### src/rtl/ff_pkg.sv
// Shared mode/policy definitions and the per-bit next-state rule for the
// multi-mode flip-flop bank.
package ff_pkg;

    typedef enum logic [1:0] {
        MODE_SR = 2'b00,
        MODE_JK = 2'b01,
        MODE_D  = 2'b10,
        MODE_T  = 2'b11
    } ff_mode_e;

    localparam int POL_HOLD  = 0;
    localparam int POL_SET   = 1;
    localparam int POL_RESET = 2;

    // Next value of one flip-flop bit for an enabled edge.
    function automatic logic ff_next_bit(
        input ff_mode_e mode,
        input int       policy,
        input logic     a,
        input logic     b,
        input logic     q
    );
        logic nq;
        nq = q;
        case (mode)
            MODE_SR, MODE_JK: begin
                case ({a, b})
                    2'b00: nq = q;
                    2'b10: nq = 1'b1;
                    2'b01: nq = 1'b0;
                    2'b11: begin
                        if (mode == MODE_JK) begin
                            nq = ~q;
                        end else begin
                            case (policy)
                                POL_SET:   nq = 1'b1;
                                POL_RESET: nq = 1'b0;
                                default:   nq = q;
                            endcase
                        end
                    end
                    default: nq = q;
                endcase
            end
            MODE_D: nq = a;
            MODE_T: begin
                if (a) begin
                    nq = ~q;
                end else begin
                    nq = q;
                end
            end
            default: nq = q;
        endcase
        return nq;
    endfunction

endpackage

### src/rtl/ff_cell.sv
// One bit of the bank: holds Q and the SR-conflict flag, and exposes the
// pending conflict/change so the top level can build its aggregate state.
module ff_cell
    import ff_pkg::*;
#(
    parameter int   POLICY    = POL_HOLD,
    parameter logic RESET_BIT = 1'b0
) (
    input  logic       clk,
    input  logic       rst,
    input  logic       en,
    input  logic [1:0] mode,
    input  logic       a,
    input  logic       b,
    output logic       q,
    output logic       conflict,
    output logic       conflict_next,
    output logic       q_change
);

    logic q_r;
    logic conflict_r;
    logic q_next_s;
    logic conflict_next_s;

    // Next-state and conflict evaluation; a disabled edge holds both.
    always_comb begin
        q_next_s        = q_r;
        conflict_next_s = conflict_r;
        if (en) begin
            q_next_s        = ff_next_bit(ff_mode_e'(mode), POLICY, a, b, q_r);
            conflict_next_s = (mode == MODE_SR) & a & b;
        end else begin
            q_next_s        = q_r;
            conflict_next_s = conflict_r;
        end
    end

    // State registers with synchronous reset.
    always_ff @(posedge clk) begin
        if (rst) begin
            q_r        <= RESET_BIT;
            conflict_r <= 1'b0;
        end else begin
            q_r        <= q_next_s;
            conflict_r <= conflict_next_s;
        end
    end

    assign q             = q_r;
    assign conflict      = conflict_r;
    // Only a conflict created on this enabled edge may bump the counter.
    assign conflict_next = conflict_next_s & en;
    assign q_change      = q_next_s ^ q_r;

endmodule

### src/rtl/multi_mode_ff_bank.sv
// Bank of WIDTH run-time-mode flip-flops (SR/JK/D/T) with conflict flags,
// a saturating conflict counter and a change-detect pulse.
module multi_mode_ff_bank
    import ff_pkg::*;
#(
    parameter int               WIDTH           = 8,
    parameter logic [WIDTH-1:0] RESET_VAL       = {WIDTH{1'b0}},
    parameter int               CONFLICT_POLICY = POL_HOLD,
    parameter int               ERR_W           = 8
) (
    input  logic             CLK,
    input  logic             RST,
    input  logic             EN,
    input  logic [1:0]       MODE,
    input  logic [WIDTH-1:0] A,
    input  logic [WIDTH-1:0] B,
    output logic [WIDTH-1:0] Q,
    output logic [WIDTH-1:0] Qn,
    output logic [WIDTH-1:0] CONFLICT,
    output logic [ERR_W-1:0] ERR_CNT,
    output logic             CHANGED
);

    localparam logic [ERR_W-1:0] ERR_MAX = {ERR_W{1'b1}};

    logic [WIDTH-1:0] q_s;
    logic [WIDTH-1:0] conflict_s;
    logic [WIDTH-1:0] conflict_next_s;
    logic [WIDTH-1:0] q_change_s;
    logic             any_conflict_s;
    logic             any_change_s;
    logic [ERR_W-1:0] err_cnt_r;
    logic [ERR_W-1:0] err_cnt_next_s;
    logic             changed_r;

    for (genvar gi = 0; gi < WIDTH; gi++) begin : g_bit
        ff_cell #(
            .POLICY    (CONFLICT_POLICY),
            .RESET_BIT (RESET_VAL[gi])
        ) u_cell (
            .clk           (CLK),
            .rst           (RST),
            .en            (EN),
            .mode          (MODE),
            .a             (A[gi]),
            .b             (B[gi]),
            .q             (q_s[gi]),
            .conflict      (conflict_s[gi]),
            .conflict_next (conflict_next_s[gi]),
            .q_change      (q_change_s[gi])
        );
    end

    assign any_conflict_s = |conflict_next_s;
    assign any_change_s   = |q_change_s;

    // Saturating increment of the conflict counter.
    always_comb begin
        err_cnt_next_s = err_cnt_r;
        if (any_conflict_s && (err_cnt_r != ERR_MAX)) begin
            err_cnt_next_s = err_cnt_r + ERR_W'(1'b1);
        end else begin
            err_cnt_next_s = err_cnt_r;
        end
    end

    // Counter and change-pulse registers; the reset edge never reports a change.
    always_ff @(posedge CLK) begin
        if (RST) begin
            err_cnt_r <= {ERR_W{1'b0}};
            changed_r <= 1'b0;
        end else begin
            err_cnt_r <= err_cnt_next_s;
            changed_r <= any_change_s;
        end
    end

    assign Q        = q_s;
    assign Qn       = ~q_s;
    assign CONFLICT = conflict_s;
    assign ERR_CNT  = err_cnt_r;
    assign CHANGED  = changed_r;

endmodule
### config.mk
export PLATFORM = sky130hd
export DESIGN_NAME = multi_mode_ff_bank
export DESIGN_NICKNAME = d
export VERILOG_FILES = /design/src/rtl/ff_pkg.sv /design/src/rtl/ff_cell.sv /design/src/rtl/multi_mode_ff_bank.sv
export SDC_FILE = /design/constraint.sdc
export NUM_CORES = 1
export LEC_CHECK = 0
export CORE_UTILIZATION = 45
export CTS_CLUSTER_SIZE = 24
export DETAILED_ROUTE_END_ITERATION = 8
export HOLD_SLACK_MARGIN = 0.06
export PLACE_DENSITY = 0.87
export SYNTH_ARGS = -nofsm -noshare
export SYNTH_HDL_FRONTEND = slang
export SYNTH_SLANG_ARGS = --single-unit
### constraint.sdc
create_clock -name CLK -period 4.35 [get_ports CLK]
set_input_delay 0.87 -clock CLK [delete_from_list [all_inputs] [get_ports CLK]]
set_output_delay 0.87 -clock CLK [all_outputs]
set_load 0.05 [all_outputs]
Word-level counts from Yosys, hierarchy flattened. Index checks and enable logic that the tools add are counted.

Word-level logic and storage cells: 149. Register bits: 25. Bits of input ports: 21.

Eq/ne operators: 28. Bitwise operators: 41. Reductions and logical operators: 13. Add/sub/neg operators: 1. Mux-type cells: 48.

Operators by type and width (count): $eq A2 B2 Y1 const B (18); $mux W1 (32); $pmux W1 S4 (8); $and A1 B1 Y1 (24); $pmux W1 S3 (8); $eq A2 B1 Y1 const B (9); $logic_not A2 Y1 (9); $reduce_or A8 Y1 (2); $add A8 B1 Y8 const B (1); $ne A8 B8 Y1 const B (1); $not A1 Y1 (8); $not A8 Y8 (1); $xor A1 B1 Y1 (8); $reduce_or A2 Y1 (1); $logic_and A1 B1 Y1 (1).

Longest topological paths before layout. Gate-level depths: netlist of run 1.

Word-level depth: 7. Depth in mapped cells: 8. Gate-level depth less buffers: 5.

Modules after synthesis. Synthesis of run 1 repeated with hierarchy kept, for this count alone.

Cells, all modules: 244. Area, all modules: 1769.2 sq um.

By module, submodules not included: ff_cell (times used 8, cells an instance 23, area each 156.4 sq um, sequential area each 40.0 sq um); multi_mode_ff_bank (times used 1, cells an instance 60, area each 518.0 sq um, sequential area each 180.2 sq um).

Least setup slack after synthesis of run 1. Ideal clock, no wire load.

Path kind: input to register. Start point: input A[6]. End point: register err_cnt_r[1], in the netlist ERR_CNT[1]. Slack: 2.354 ns. Stages on the path: 7. Data arrival time: 1.868 ns. Buffers on the path: 2. Cells stage by stage: buf_2 > a22oi_1 > o211ai_2 > o221ai_2 > buf_6 > mux2i_1 > nor2_1.

Longest elaborated chain between the ends: 6.

Ends and longest elaborated chain: start, declared (RTL line multi_mode_ff_bank.sv:15) `input logic [WIDTH-1:0] A,`; $and A1 B1 Y1 (2 in a row) (RTL line ff_cell.sv:32) `conflict_next_s = (mode == MODE_SR) & a & b;`; $mux W1 (RTL line ff_cell.sv:30) `if (en) begin`; $and A1 B1 Y1 (RTL line ff_cell.sv:53) `assign conflict_next = conflict_next_s & en;`; $reduce_or A8 Y1 (RTL line multi_mode_ff_bank.sv:54) `assign any_conflict_s = |conflict_next_s;`; $logic_and A1 B1 Y1 (RTL line multi_mode_ff_bank.sv:60) `if (any_conflict_s && (err_cnt_r != ERR_MAX)) begin`; end signal, assigned (RTL line multi_mode_ff_bank.sv:70) `err_cnt_r <= {ERR_W{1'b0}};`; end signal, assigned (RTL line multi_mode_ff_bank.sv:73) `err_cnt_r <= err_cnt_next_s;`; end, declared (RTL line multi_mode_ff_bank.sv:32) `logic [ERR_W-1:0] err_cnt_r;`.

Every way passes these cells. A chain may end at the register's enable or synchronous reset.

Final worst setup path of run 1.
Start point: input EN. End point: register err_cnt_r[5], in the netlist ERR_CNT[5].

Longest elaborated chain between the ends: 4.

Ends and longest elaborated chain: start, declared (RTL line multi_mode_ff_bank.sv:13) `input logic EN,`; $mux W1 (RTL line ff_cell.sv:30); $and A1 B1 Y1 (RTL line ff_cell.sv:53); $reduce_or A8 Y1 (*) (RTL line multi_mode_ff_bank.sv:54); $logic_and A1 B1 Y1 (*) (RTL line multi_mode_ff_bank.sv:60).

Mark *: on every way between the ends. The rest lies on a longest branch, timed or not.

==> results of run 1 <==
[flip-flops by register name, indices dropped and copies added (netlist names)]
signal / count
ERR_CNT: 8
g_bit.u_cell.conflict: 8
CHANGED: 1
g_bit.u_cell.q: 8
[synth_stat cells (6+ instances only)]
master / instances
a21oi_1: 31
nor2_1: 10
o21ai_0: 11
nand2_1: 23
nand4_1: 9
inv_2: 6
dfxtp_1: 25
o22ai_1: 10
o21ai_1: 10
inv_1: 12
buf_4: 16
nand2b_1: 8
buf_2: 11
[per-layer routing]
layer  vias up  routed length, um
li1        922                  -
met1       833               2000
met2        81               2020
met3         4                270
met4         0                 35
met5         -                  0
[layout make-up]
type                            instances  area share, %
Sequential cell                        25           22.8
Clock buffer                            3           1.88
Inverter                               18           3.07
Clock inverter                          1          0.341
Tap cell                               48           2.73
Multi-Input combinational cell        166           44.1
Timing Repair Buffer                   56           25.1
[critical path, cell delays in order]
cell	delay (ns)
clkdlybuf4s50_1	0.88
and2_1	0.23
o221ai_2	0.23
or4_1	0.46
a21oi_1	0.18
[cell families after synthesis]
kind of cell / after synthesis
xor gates and xnor gates: 1
adders and majority gates: 1
buffers and inverters: 53
muxes: 1
AOI/OAI and AO/OA: 93
DFF: 25
and+or+nand+nor: 70
[through the flow]
step                utilization, %  total power (uW)
floorplan                        -               398
global placement              57.9               452
detailed placement            57.9               455
CTS                           59.2               595
global route                  59.2               625
finish                        59.2               592
[worst paths after layout]
kind                              end
max                        ERR_CNT[5]
min          g_bit[5].u_cell.conflict
max reg2reg                ERR_CNT[5]
min reg2reg  g_bit[5].u_cell.conflict
[report_power, final]
group,switching (uW),internal [uW]
Combinational,125,76.0
Clock,76.3,64.9
Sequential,12.0,238
==> impl_metrics.yaml, run 1 <==
status:
  outcome: "complete, no violations"
global_route:
  grt_pass1_wl_um: 7180
  grt_util_met1_pct: 29.3
  grt.total_usage_pct: 21.4
  grt_pass1_vias: 1603
  met3_usage_pct: 2.82
  antenna_found_initial: 0
  grt_busiest_layer: "met2"
  grt_max_degree: 35
  grt-ovfl-total: 0
  met2_usage_pct: 34.1
drt:
  vias: 1840
  antenna_left: 0
  drt_pass1_iterations: 5
  wl_per_cell_um: 13.6
  viasPerCell: 5.80
  drt_wl_total_um: 4330
  drc_errors: 0
  drt_iter0_markers: 141
min_path:
  hold_path_depth: 2
  hold_start: "g_bit[5].u_cell.conflict"
  min_path_type: "register to register"
worst_setup_path:
  reg2reg_depth: 5
  end_kind: "register"
  cp_max_fo: 23
  startpoint_type: "primary input"
  startpoint: "EN"
  cp.required_ns: 4.53
  crit_arrival_ns: 2.86
  path_class: "primary input to register"
  rrSetupSlack_ns: 2.64
  r2r-start: "ERR_CNT[0]"
clock_tree:
  ctsLongestPathBuffers: 2
  tritoncts: "built"
  worstSkewPairLatency_ns: 0.27
  hold_buffers: 0
  cts-root-buf: "clkbuf_8"
  post_cts_buffers: 0
  h-tree-depth: 1
  clkSlewWorstSetupHoldPaths_ns: 0.09
  numCtsBuffers: 3
  cts-resized-gates: 0
  clkSinkCount: 25
logic_synthesis:
  synth-seq-area-share_pct: 28.5
  synth_top_family_by_area: "compound AO/OA/AOI/OAI gates"
  synth_edf_count: 0
  netlist.area_leader.share_pct: 28.5
  synth_fp_nets: 266
  ys_types: 39
  async_reset_ff_share_pct: 0
  synthMuxAreaShare_pct: 0.569
  yosys_warnings: 0
  synthesis.area_um2: 1760
  synthSimpleGateAreaFrac_pct: 20.1
  ys_seq_elements: 25
  synth_compound_area_share_pct: 33.3
  synthCells: 244
  syn_avg_cell_area_um2: 7.20
  synth-main-ff-cell: "dfxtp_1"
  synth_adder_area_share_pct: 0.712
  synth_xor_area_share_pct: 0.498
  yosysTopAreaCell: "dfxtp_1"
  synth.area.top_cells: "dfxtp_1 28%, a21oi_1 8.8%, buf_4 6.8%"
power_and_ir_drop:
  power_leakage_uw: 0.000753
  ir_drop_mv: 0.132
  powerDensity_nw_per_um2: 269
floorplanning:
  die_area_um2: 4160
  fp.dieW_um: 64.5
  ios: 54
  row_count: 22
  die_h_um: 64.5
  start_util_pct: 47.3
  core_um2: 3720
timing:
  fin_crit_sh_pct: 61.8
  fmax_mhz: 372
  hold_ws_ns: 0.479
  slew_viol_final: 0
  final-hold-violation-count: 0
  grt_setup_unrepaired: "false"
  setup_viol: 0
  fin_skew_ns: 0.00406
  slew_headroom_pct: 38.5
  fin_tns_setup_ns: 0
  worst_pin_slew_ns: 0.920
  setup_ws_ns: 1.66
  post-route-min-period_ns: 2.69
place:
  place_congestion: 0.823
  placed_cell_area_um2: 2150
  place_inst: 313
  hpwl_um: 3010
  portBuffers: 53
  dp_slack_ns: 1.37
final_layout:
  multi_input_area_um2: 970
  drive_above_1_share_pct: 6.69
  register_area_um2: 500
  diodes: 0
  syn_to_final_growth_pct: 25.1
  final_nets: 292
  fin_area_um2: 2200
  fillCellCount: 362
  layout_commonest_cell: "clkdlybuf4s50_1"
  layout_common_cells: "53 x clkdlybuf4s50_1, 31 x a21oi_1, 25 x dfxtp_1, 23 x nand2_1, 12 x inv_1"
  stdcell_count: 317
flow_run:
  cap_violations: 0
Note: power is estimated with default switching activity, not from simulation.
==> run 2, diff against run 1 <==
Clock period 4.35 ns to 2.7 ns, I/O delays scaled along.
==> run 2 against run 1 <==
Effect of this change:
- via count rose by 3.6%
- sequential power increased by 61%
- global-route usage up 0.90 points
- clock power grew 63%
- routed wire length up 4.3%
- final cell count is 2.5% higher
- non-clock buffer count grew 8
- setup slack got worse by 1.1 ns
- flip-flop and latch count is the same
- sequential share of layout area shrank 0.60 points
- utilization is 1.6 points higher
- design area grew 2.7%
- critical path type unchanged
==> impl_metrics.yaml, run 2 (synthesis results as in run 1) <==
floorplanning:
  ios: 54
  start_util_pct: 47.3
  die_h_um: 64.5
  die_area_um2: 4160
  fp.dieW_um: 64.5
  row_count: 22
  core_um2: 3720
clock_tree:
  hold_buffers: 0
  post_cts_buffers: 0
  numCtsBuffers: 3
  clkSlewWorstSetupHoldPaths_ns: 0.09
  cts-resized-gates: 0
  clkSinkCount: 25
  cts-root-buf: "clkbuf_8"
  ctsLongestPathBuffers: 2
  worstSkewPairLatency_ns: 0.27
  h-tree-depth: 1
  tritoncts: "built"
worst_setup_path:
  r2r-start: "ERR_CNT[0]"
  end_kind: "register"
  rrSetupSlack_ns: 0.97
  cp.required_ns: 2.87
  cpLargestDelayFamily: "compound AO/OA/AOI/OAI gates"
  path_cells: "clkdlybuf4s50_1 -> a22oi_1 -> o211ai_2 -> o221ai_2 -> buf_4 -> mux2i_1 -> nor2_1"
  crit_arrival_ns: 2.35
  startpoint_type: "primary input"
  cp_max_fo: 11
  cp_num_buf_inv: 2
  r2r-end: "ERR_CNT[1]"
  reg2reg_depth: 6
  max_stage_delay_ns: 0.53
  cp_slowest_cell: "clkdlybuf4s50_1"
  path_class: "primary input to register"
min_path:
  hold_start: "g_bit[0].u_cell.conflict"
  min_path_type: "register to register"
  hold_path_depth: 2
  hold_path_end: "g_bit[0].u_cell.conflict"
place:
  dp_slack_ns: 0.278
  portBuffers: 53
  place_congestion: 0.910
  hpwl_um: 3280
drt:
  drt_pass1_iterations: 8
  antenna_left: 0
  drt_iter0_markers: 245
  wl_per_cell_um: 13.9
  viasPerCell: 5.87
  drt_wl_total_um: 4510
  drc_errors: 0
  vias: 1907
power_and_ir_drop:
  net-switching-power_uw: 349
  power_leakage_uw: 0.000792
  pwr-share-clk_pct: 23.8
  p_seq_share_pct: 41.6
  powerDensity_nw_per_um2: 428
  intPower_uw: 618
  swShare_pct: 36.1
  combPwrFrac_pct: 34.6
  ir_drop_mv: 0.172
timing:
  fin_skew_ns: 0.00154
  slew_headroom_pct: 65.1
  fin_crit_sh_pct: 80.6
  setup_ws_ns: 0.525
  worst_pin_slew_ns: 0.521
  fmax_mhz: 460
  fin_tns_setup_ns: 0
  final-hold-violation-count: 0
  hold_ws_ns: 0.471
  grt_setup_unrepaired: "false"
  slew_viol_final: 0
  setup_viol: 0
  post-route-min-period_ns: 2.17
global_route:
  grt-ovfl-total: 0
  grt_pass1_vias: 1621
  antenna_found_initial: 0
  grt.total_usage_pct: 22.3
  grt_pass1_wl_um: 7500
  grt_max_degree: 23
final_layout:
  post-route-util_pct: 60.8
  final_nets: 300
  drive_above_1_share_pct: 9.39
  syn_to_final_growth_pct: 28.5
  diodes: 0
  layout_commonest_cell: "clkdlybuf4s50_1"
  layout_common_cells: "53 x clkdlybuf4s50_1, 31 x a21oi_1, 25 x dfxtp_1, 23 x nand2_1, 12 x inv_1"
flow_run:
  cap_violations: 0
status:
  outcome: "complete, no violations"
[run 2: cell types whose count changed in the layout (fill, tap and decap cells not counted), sizes merged]
cell / before / now
buf: 3 / 11
[run 2: worst max-delay path by stage]
stage / cells after the start / startpoint / end / slack (ns)
after floorplan: 6 / ERR_CNT[0] / ERR_CNT[1] / 0.90
final: 7 / A[5] / ERR_CNT[1] / 0.53
after global routing: 7 / A[5] / ERR_CNT[1] / 0.36
after CTS: 7 / A[5] / ERR_CNT[1] / 0.56
after detailed placement: 7 / A[6] / ERR_CNT[1] / 0.28
after global placement: 7 / MODE[1] / CHANGED / 0.33
[run 2: metrics by stage]
step / total power [uW] / cell area [um^2] / cells
finish: 967 / 2260 / 325
global route: 1020 / 2260 / 325
global placement: 738 / 2210 / 321
detailed placement: 742 / 2210 / 321
floorplan: 641 / 1760 / 244
CTS: 970 / 2260 / 325
[run 2: metal layers]
layer / global-route usage [%] / wire length [um] / vias to the layer above / part of all wire, %
li1: - / - / 937 / -
met1: 29.4 / 2070 / 868 / 46
met2: 37.1 / 2090 / 94 / 46
met3: 2.82 / 277 / 8 / 6.1
met4: 7.50 / 65 / 0 / 1.4
met5: 0 / 0 / - / 0
[run 2: layout make-up]
class / instances / area (um^2)
Inverter: 18 / 67.6
Tap cell: 48 / 60.1
Timing Repair Buffer: 64 / 613
Multi-Input combinational cell: 166 / 970
Sequential cell: 25 / 500
Fill cell: 335 / 1460
Clock buffer: 3 / 41.3
Clock inverter: 1 / 7.51
[run 2: power groups by stage]
stage	sequential (uW)	combinational, uW	clock, uW
2_1_floorplan	416	225	0
3_3_place_gp	411	327	0
3_5_place_dp	411	331	0
4_1_cts	403	332	235
5_1_grt	406	356	255
6_report	403	335	230
[run 2: worst min-delay path, delay by kind of cell (launching register included)]
kind               cells  cell delay, ns
DFF                    1            0.32
and+or+nand+nor        1            0.06
AOI/OAI and AO/OA      1            0.05
==> run 3, diff against run 2 <==
Settings changed: CORE_UTILIZATION 45 to 42, PLACE_DENSITY 0.87 to 0.86.
Clock period 2.7 ns to 1.9 ns, I/O delays scaled along.
==> run 3 against run 2 <==
Effect of this change:
- clock power grew 53%
- count of clock-buffer cells in the layout is the same
- utilization shrank 0.47 points
- critical endpoint unchanged
==> impl_metrics.yaml, run 3 (synthesis results as in run 1) <==
drt:
  drt_pass1_iterations: 5
  antenna_left: 0
  vias: 2034
  viasPerCell: 5.76
  drt_wl_total_um: 5010
  wl_per_cell_um: 14.2
  drc_errors: 0
  drt_iter0_markers: 161
timing:
  setup_viol: 0
  fin_skew_ns: 0.00352
  worst_pin_slew_ns: 0.503
  slew_headroom_pct: 66.4
  grt_setup_unrepaired: "false"
  slew_viol_final: 0
  hold_ws_ns: 0.476
  fmax_mhz: 539
  fin_crit_sh_pct: 97.7
  post-route-min-period_ns: 1.86
  final-hold-violation-count: 0
  setup_ws_ns: 0.0437
worst_setup_path:
  cpLargestDelayFamily: "compound AO/OA/AOI/OAI gates"
  cp_num_buf_inv: 2
  startpoint_type: "primary input"
  cp_max_fo: 13
  r2r-start: "ERR_CNT[0]"
  max_stage_delay_ns: 0.47
  crit_arrival_ns: 2.03
  r2r-end: "ERR_CNT[1]"
  cp.required_ns: 2.08
  path_class: "primary input to register"
  cp_slowest_cell: "clkdlybuf4s50_1"
  reg2reg_depth: 6
  end_kind: "register"
  rrSetupSlack_ns: 0.22
  path_cells: "clkdlybuf4s50_1 -> a22oi_1 -> o211ai_2 -> o221ai_4 -> buf_4 -> mux2i_1 -> nor2_1"
floorplanning:
  row_count: 23
  ios: 54
  fp.dieW_um: 66.7
  start_util_pct: 43.9
  die_area_um2: 4450
  core_um2: 4000
  die_h_um: 66.7
power_and_ir_drop:
  ir_drop_mv: 0.285
  power_leakage_uw: 0.000962
  powerDensity_nw_per_um2: 596
  finalPower_uw: 1440
clock_tree:
  cts-root-buf: "clkbuf_8"
  clkSlewWorstSetupHoldPaths_ns: 0.10
  numCtsBuffers: 3
  h-tree-depth: 1
  worstSkewPairLatency_ns: 0.28
  clkSinkCount: 25
  ctsLongestPathBuffers: 2
  tritoncts: "built"
min_path:
  hold_path_end: "g_bit[7].u_cell.conflict"
  hold_path_depth: 2
  hold_start: "g_bit[7].u_cell.conflict"
  min_path_type: "register to register"
final_layout:
  syn_to_final_growth_pct: 37.3
  drive_above_1_share_pct: 24.8
  final_nets: 326
  fin_area_um2: 2410
  stdcell_count: 353
  diodes: 0
  layout_common_cells: "60 x buf_4, 31 x a21oi_1, 29 x clkdlybuf4s50_1, 25 x dfxtp_1, 23 x nand2_1"
  layout_commonest_cell: "buf_4"
global_route:
  grt_max_degree: 26
  grt-ovfl-total: 0
  grt_pass1_wl_um: 8020
  grt_pass1_vias: 1790
  antenna_found_initial: 0
  grt.total_usage_pct: 23.2
place:
  hpwl_um: 3560
  placed_cell_area_um2: 2350
  portBuffers: 53
  place_inst: 349
  dp_slack_ns: -0.302
  place_congestion: 0.917
flow_run:
  cap_violations: 0
status:
  outcome: "complete, no violations"
==> run 3: cell count changes in the layout (fill, tap and decap cells not counted), sizes merged <==
cell           before  now
buf                11   60
dlymetal6s2s        0    1
clkdlybuf4s50      53   29
==> run 3: power breakdown <==
group	total [uW]	switching (uW)	internal (uW)	leakage [uW]
Clock	352	202	150	0.0000217
Combinational	515	306	209	0.000737
Sequential	573	27.8	545	0.000204
==> run 3: cell type report <==
class | count | area [um^2]
clock buffers | 3 | 41.3
clock inverters | 1 | 7.51
fillers | 357 | 1590
inverters | 18 | 67.6
multi-input cells | 166 | 981
flip-flops and latches | 25 | 500
well taps | 50 | 62.6
repair buffers | 90 | 753
==> run 3: worst register-to-register path: cells and delay by family, from the launching register on <==
kind            cells  cell delay [ns]
mux                 1             0.17
simple gates        2             0.21
buf+inv             1             0.19
compound gates      1             0.35
flops               1             0.41
fa+ha+maj           1             0.24
==> run 3: worst max-delay path by stage <==
stage                       endpoint  startpoint  cells after the start  slack (ns)
after floorplan           ERR_CNT[1]  ERR_CNT[0]                      6         0.1
after global placement    ERR_CNT[1]        B[1]                      7       -0.24
after detailed placement  ERR_CNT[1]        B[1]                      7       -0.30
after CTS                 ERR_CNT[6]  ERR_CNT[6]                      1        0.03
after global routing      ERR_CNT[1]        B[5]                      7       0.006
final                     ERR_CNT[1]        A[5]                      7        0.04
==> run 3: repair_timing <==
item,CTS,global route
buffers inserted,0,0
hold endpoints to repair,0,0
hold buffers,0,0
pin swaps,0,1
endpoints found under the setup margin,1,2
gates resized for setup,1,1
==> run 3: routing by layer <==
metal  wire (um)  GRT usage [%]  part of all wire (%)
met1        2190           28.9                    44
met2        2420           40.7                    48
met3         337           3.94                   6.7
met4          68           5.85                   1.4
met5           0              0                     0
==> run 3: metrics by stage <==
stage | util (%) | setup TNS, ns
floorplan | - | 0
global placement | 58.8 | -1.29
detailed placement | 58.8 | -1.87
CTS | 60.3 | 0
global route | 60.3 | 0
finish | 60.3 | 0
